===== src/rtl/dma_mc_fifo.sv =====
// Multi-channel FWFT DMA data FIFO: CHANNELS queues of SLOTS beats share one steered write port.
// Latency: push visible on rd_*_o next cycle; flags/count registered-state derived (1 cycle).
// Backpressure: wr_ready_o drops for full/clearing/illegal channel; per-channel valid/ready reads.
// Optional error flags: define DMA_MC_FIFO_ERR_EN.
`ifndef DMA_DATA_WIDTH
`define DMA_DATA_WIDTH 32
`endif

module dma_mc_fifo #(
    parameter int CHANNELS  = 4,
    parameter int SLOTS     = 16,
    parameter int WIDTH     = `DMA_DATA_WIDTH,
    parameter int AFULL_THR = SLOTS - 2,
    localparam int CW       = $clog2(CHANNELS > 1 ? CHANNELS : 2),
    localparam int PW       = $clog2(SLOTS)
) (
    input  logic                         clk,
    input  logic                         rstn,
    input  logic [CHANNELS-1:0]          clear_i,
    input  logic                         wr_valid_i,
    input  logic [CW-1:0]                wr_ch_i,
    input  logic [WIDTH-1:0]             wr_data_i,
    output logic                         wr_ready_o,
    output logic [CHANNELS-1:0]          rd_valid_o,
    input  logic [CHANNELS-1:0]          rd_ready_i,
    output logic [CHANNELS*WIDTH-1:0]    rd_data_o,
    output logic [CHANNELS*(PW+1)-1:0]   count_o,
    output logic [CHANNELS-1:0]          full_o,
    output logic [CHANNELS-1:0]          afull_o,
`ifdef DMA_MC_FIFO_ERR_EN
    output logic [CHANNELS-1:0]          err_ovf_o,
    output logic [CHANNELS-1:0]          err_udf_o,
`endif
    output logic [CHANNELS-1:0]          empty_o
);

    if (CHANNELS < 1) begin : g_bad_channels
        $error("dma_mc_fifo: CHANNELS must be >= 1");
    end
    if (SLOTS < 2 || (SLOTS & (SLOTS - 1)) != 0) begin : g_bad_slots
        $error("dma_mc_fifo: SLOTS must be a power of 2 and >= 2");
    end
    if (AFULL_THR < 1 || AFULL_THR > SLOTS) begin : g_bad_afull
        $error("dma_mc_fifo: AFULL_THR must be in 1..SLOTS");
    end

    logic [PW:0]       wptr_q [CHANNELS];
    logic [PW:0]       wptr_d [CHANNELS];
    logic [PW:0]       rptr_q [CHANNELS];
    logic [PW:0]       rptr_d [CHANNELS];
    logic [WIDTH-1:0]  mem_q  [CHANNELS][SLOTS];
    logic [PW:0]       cnt    [CHANNELS];
    logic [CHANNELS-1:0] push;
    logic [CHANNELS-1:0] pop;
    logic              ch_in_range;
    logic              ch_can_take;

    assign ch_in_range = ({1'b0, wr_ch_i} < (CW+1)'(CHANNELS));

    always_comb begin
        for (int c = 0; c < CHANNELS; c++) begin
            cnt[c]     = wptr_q[c] - rptr_q[c];
            empty_o[c] = (wptr_q[c] == rptr_q[c]);
            full_o[c]  = (wptr_q[c][PW-1:0] == rptr_q[c][PW-1:0]) &&
                         (wptr_q[c][PW] != rptr_q[c][PW]);
            afull_o[c] = (cnt[c] >= (PW+1)'(AFULL_THR));
        end
    end

    assign rd_valid_o = ~empty_o;

    // rstn gates readiness so no beat is accepted while the block is held in reset.
    always_comb begin
        ch_can_take = 1'b0;
        for (int c = 0; c < CHANNELS; c++) begin
            if (wr_ch_i == CW'(c)) begin
                ch_can_take = !full_o[c] && !clear_i[c];
            end
        end
        wr_ready_o = rstn && ch_in_range && ch_can_take;
    end

    always_comb begin
        for (int c = 0; c < CHANNELS; c++) begin
            push[c]   = wr_valid_i && wr_ready_o && (wr_ch_i == CW'(c));
            pop[c]    = !empty_o[c] && rd_ready_i[c];
            wptr_d[c] = wptr_q[c];
            rptr_d[c] = rptr_q[c];
            if (clear_i[c]) begin
                wptr_d[c] = '0;
                rptr_d[c] = '0;
            end else begin
                if (push[c]) wptr_d[c] = wptr_q[c] + 1'b1;
                if (pop[c])  rptr_d[c] = rptr_q[c] + 1'b1;
            end
        end
    end

    always_ff @(posedge clk or negedge rstn) begin
        if (!rstn) begin
            for (int c = 0; c < CHANNELS; c++) begin
                wptr_q[c] <= '0;
                rptr_q[c] <= '0;
            end
        end else begin
            for (int c = 0; c < CHANNELS; c++) begin
                wptr_q[c] <= wptr_d[c];
                rptr_q[c] <= rptr_d[c];
            end
        end
    end

    always_ff @(posedge clk) begin
        for (int c = 0; c < CHANNELS; c++) begin
            if (push[c]) mem_q[c][wptr_q[c][PW-1:0]] <= wr_data_i;
        end
    end

    always_comb begin
        rd_data_o = '0;
        count_o   = '0;
        for (int c = 0; c < CHANNELS; c++) begin
            count_o[c*(PW+1) +: (PW+1)] = cnt[c];
            if (!empty_o[c]) rd_data_o[c*WIDTH +: WIDTH] = mem_q[c][rptr_q[c][PW-1:0]];
        end
    end

`ifdef DMA_MC_FIFO_ERR_EN
    logic [CHANNELS-1:0] ovf_q, ovf_d, udf_q, udf_d;

    // Illegal channel indices are charged to channel 0's overflow flag.
    always_comb begin
        ovf_d = ovf_q;
        udf_d = udf_q;
        for (int c = 0; c < CHANNELS; c++) begin
            if (wr_valid_i && (wr_ch_i == CW'(c)) && full_o[c]) ovf_d[c] = 1'b1;
            if (rd_ready_i[c] && empty_o[c]) udf_d[c] = 1'b1;
        end
        if (wr_valid_i && !ch_in_range) ovf_d[0] = 1'b1;
        ovf_d = ovf_d & ~clear_i;
        udf_d = udf_d & ~clear_i;
    end

    always_ff @(posedge clk or negedge rstn) begin
        if (!rstn) begin
            ovf_q <= '0;
            udf_q <= '0;
        end else begin
            ovf_q <= ovf_d;
            udf_q <= udf_d;
        end
    end

    assign err_ovf_o = ovf_q;
    assign err_udf_o = udf_q;
`endif

endmodule

===== config.mk =====
export PLATFORM = sky130hd
export DESIGN_NAME = dma_mc_fifo
export DESIGN_NICKNAME = d
export VERILOG_FILES = /design/src/rtl/dma_mc_fifo.sv
export SDC_FILE = /design/constraint.sdc
export NUM_CORES = 2
export LEC_CHECK = 0
export ABC_AREA = 0
export CAP_MARGIN = 10
export CORE_ASPECT_RATIO = 0.6
export CORE_MARGIN = 5
export CORE_UTILIZATION = 60
export DETAILED_ROUTE_END_ITERATION = 12
export GPL_TIMING_DRIVEN = 0
export PLACE_DENSITY = 0.85
export SYNTH_ARGS = -nofsm -noshare
export SYNTH_HDL_FRONTEND = slang
export SYNTH_SLANG_ARGS = --single-unit

===== constraint.sdc =====
create_clock -name clk -period 6.6 [get_ports clk]
set_clock_uncertainty 0.2 [all_clocks]
set_input_delay 1.32 -clock clk [delete_from_list [all_inputs] [get_ports clk]]
set_output_delay 1.32 -clock clk [all_outputs]
set_load 0.02 [all_outputs]

==> metrics.md <==
| Metric | Value |
|---|---|
| Status | `finished clean` |
| Vias | `42,900` |
| Max-cap violations | `0` |
| Chip height | `295 um` |
| Seq/Total Area, Yosys | `77.1%` |
| Final Hold Fails | `0` |
| Worst-path cell chain | `buf_6, buf_4, buf_2, buf_4, inv_1, ha_1, nand4_1, buf_4, o21ai_1, o311ai_0, and3_1, clkdlybuf4s50_1` |
| Grt ovf | `0` |
| Initial antenna violation count | `20` |
| Worst rel slew slack | `20.3%` |
| Total Power | `26.2 mW` |
| Antenna-violating nets left | `0` |
| Root Buffer Master | `clkbuf_16` |
| Critical path class | `register to output port` |
| Clk Latency, worst-skew pair | `810 ps` |
| Syn. warnings | `0` |
| Setup violations, final | `0` |
| H-tree lvl count | `4` |
| Achievable Freq | `152 MHz` |
| Async SR Flop Fraction | `1.92%` |
| CTS tree | `done` |
| Layout cell share with drive strength beyond 1 | `30.1%` |
| #FFs+latches synth | `2,088` |
| Reg clk slew, reported paths | `70 ps` |
| Final min period | `6560 ps` |
| IO Pins | `210` |
| Total Nets Final | `4,144` |
| Maximum clock path buffer count | `3` |
| Most frequent CP cell | `buf_4` |
| Peak VDD IR | `0.284 mV` |
| Max Fanout on Critical Path | `10` |
| Final worst-path cycle share | `99.4%` |
| Synth Flop Type | `edfxtp_1` |
| Mapped Nets | `3,631` |
| Netlist cell types | `51` |
| Worst Hold Class | `input pin to asynchronous set/reset pin` |
| FILL cells | `7,294` |
| All-Layer GR Usage | `31.5%` |
| Critical Path Max Stage Delay | `700 ps` |
| Pleak | `29.0 nW` |
| Hold Buf Count CTS | `0` |
| Post-layout util | `70.0%` |
| Area Overhead vs Synth | `15.8%` |
| Worst-Margin Slew | `1190 ps` |
| Die W | `485 um` |
| Sinks on the clock net | `2,088` |
| Die ar. | `143,000 sq um` |
| Synth Instances | `3,546` |
| DR pass1 iterations | `6` |
| Post-synth EDFFs | `2,048` |
| Port buffer count | `208` |
| WP data required | `5080 ps` |
| Slowest-stage cell, CP | `o21ai_1` |
| Drt total wl | `223,000 um` |
| Initial Util | `60.4%` |
| Synthesized area | `81,100 sq um` |
| Largest net degree at the start of global routing | `57` |
| Wirelength per Cell | `37.1 um` |
| CP Capture Type | `output port` |
| Pwr dens | `279 nW/um^2` |
| DRC | `0` |
| Final Slew Violations | `0` |
| DRT iter0 DRCs | `7,793` |
| CTS Buf Count | `171` |
| Global-route wire length before repair | `319,000 um` |
| CORE AREA | `134,000 sq um` |
| Vias in the first global route | `43,000` |
| DR vias/cell | `7.14` |
| Cell Rows | `104` |
| Worst EP arrival | `5040 ps` |
| Startpoint type of the worst setup path | `register` |
| HPWL after DPL | `135,000 um` |
| Placer Congestion | `0.852` |
| Avg Inst Size Synth | `22.9 sq um` |
==> worst max-delay path: cells and delay by family, from the launching register on <==
family	cells	cell delay [ps]
fa+ha+maj	1	340
buf+inv	7	1990
simple gates	2	440
flops	1	400
compound gates	2	1060
==> synth_stat cells (5+ instances only) <==
cell type  count  area, sq um
xor2_1        13          114
and2_1         5         31.3
a21oi_1       20          100
buf_2         86          430
nand2b_1       7         43.8
buf_12        12          240
mux2i_1        6         60.1
nor3_1        12         60.1
ha_1          36          450
nand2_1       22         82.6
inv_1         35          131
o21ai_0       23          115
nor2b_1      133          832
nor2_1        84          315
clkbuf_1      54          203
and3_1        11         68.8
nand4_1        9         56.3
mux2_2       129         1450
buf_1         24         90.1
or3_1         16          100
xnor2_1       18          158
a221o_1      128         1280
edfxtp_1    2048        61500
dfrtp_1       40         1000
mux4_2       512        11500
==> layer usage <==
metal / vias to the layer above / GRT usage (%) / share of wire [%]
met3: 597 / 7.19 / 14
met2: 4143 / 49.1 / 47
met5: - / 0 / 0.044
met1: 22100 / 45.0 / 35
li1: 16000 / - / -
met4: 16 / 11.3 / 4.1
==> cell families after synthesis <==
kind of cell,after synthesis,share of synthesized area [%]
flops,2088,77.1
xor+xnor,34,0.395
compound gates,202,2.20
mux,648,16.1
simple gates,318,2.16
fa+ha+maj,40,0.654
buf+inv,216,1.41
==> path summary, 6_finish.rpt <==
path	start	end	slack, ps	cells past startpoint
min in group clk	rptr_q[4]$_DFFE_PN0P_	rptr_q[4]$_DFFE_PN0P_	440	2
hold / removal	rstn	rptr_q[2]$_DFFE_PN0P_	280	1
hold reg to reg	rptr_q[4]$_DFFE_PN0P_	rptr_q[4]$_DFFE_PN0P_	440	2
max in group asynchronous	rstn	wptr_q[5]$_DFFE_PN0P_	5280	2
setup reg to reg	rptr_q[16]$_DFFE_PN0P_	mem_q[0][451]$_DFFE_PP_	1100	12
setup / recovery	rptr_q[16]$_DFFE_PN0P_	wr_ready_o	40	12
==> cells in the final DEF, fill, tap and decap left out, types with 5 or more instances in the layout <==
master	synthesis	layout
nor3_2	4	13
nand2_1	22	22
clkbuf_1	54	75
nor2b_1	133	133
nor2_4	0	48
nand2b_1	7	7
buf_4	1	17
nand4_1	9	9
buf_12	12	82
inv_1	35	35
clkinv_1	0	30
bufinv_16	0	19
ha_1	36	36
xor2_1	13	13
clkbuf_8	0	10
edfxtp_1	2048	2048
dfrtp_1	40	40
mux2i_1	6	6
clkbuf_16	0	181
buf_2	86	113
clkdlybuf4s50_1	0	175
mux2_2	129	129
and3_2	0	8
diode_2	0	6
xnor2_1	18	18
a21oi_1	20	20
clkinv_2	0	24
buf_6	4	37
buf_16	0	14
buf_1	24	22
or3_1	16	16
clkbuf_2	0	19
clkinvlp_4	0	5
and2_1	5	5
a221o_1	128	128
mux4_2	512	512
o21ai_0	23	22
nor2_1	84	32
==> sequential cells by signal, indices dropped and copies added (netlist names) <==
register,cells
rptr_q,20
mem_q,2048
wptr_q,20
==> repair_timing <==
action,in CTS,in global routing
setup buffers,13,0
endpoints found under the setup margin,127,54
pin swaps,3,0
gates resized for setup,35,15
==> layout make-up <==
type,count,area (sq um),area share (%)
clock inverters,87,935,0.996
multi-input cells,1242,17900,19.1
well taps,1802,2250,2.40
repair buffers,343,4240,4.52
inverters,35,131,0.140
plain buffers,178,1040,1.10
diodes,6,15.0,0.0160
flip-flops and latches,2088,62500,66.6
clock buffers,230,4810,5.13
==> power breakdown <==
group / leakage [nW] / switching [mW] / internal (mW) / total, mW
logic: 7.28 / 0.627 / 0.338 / 0.964
clock network: 2.80 / 4.78 / 5.88 / 10.7
registers: 19.0 / 0.00681 / 14.5 / 14.6
total: 29.0 / 5.41 / 20.8 / 26.2
==> through the flow <==
step | setup TNS [ps] | cells | worst slack, ps | hold slack, ps | instance area, sq um
2_1_floorplan | 0 | 3546 | 1340 | 369 | 81100
3_3_place_gp | -3863500 | 5556 | -4270 | 380 | 85400
3_5_place_dp | 0 | 5677 | 132 | 416 | 87900
4_1_cts | 0 | 6005 | 30.1 | 240 | 93800
5_1_grt | -14.3 | 6008 | -14.3 | 275 | 93900
6_report | 0 | 6011 | 40.3 | 280 | 93900
Power figures use the tool's default switching activity.
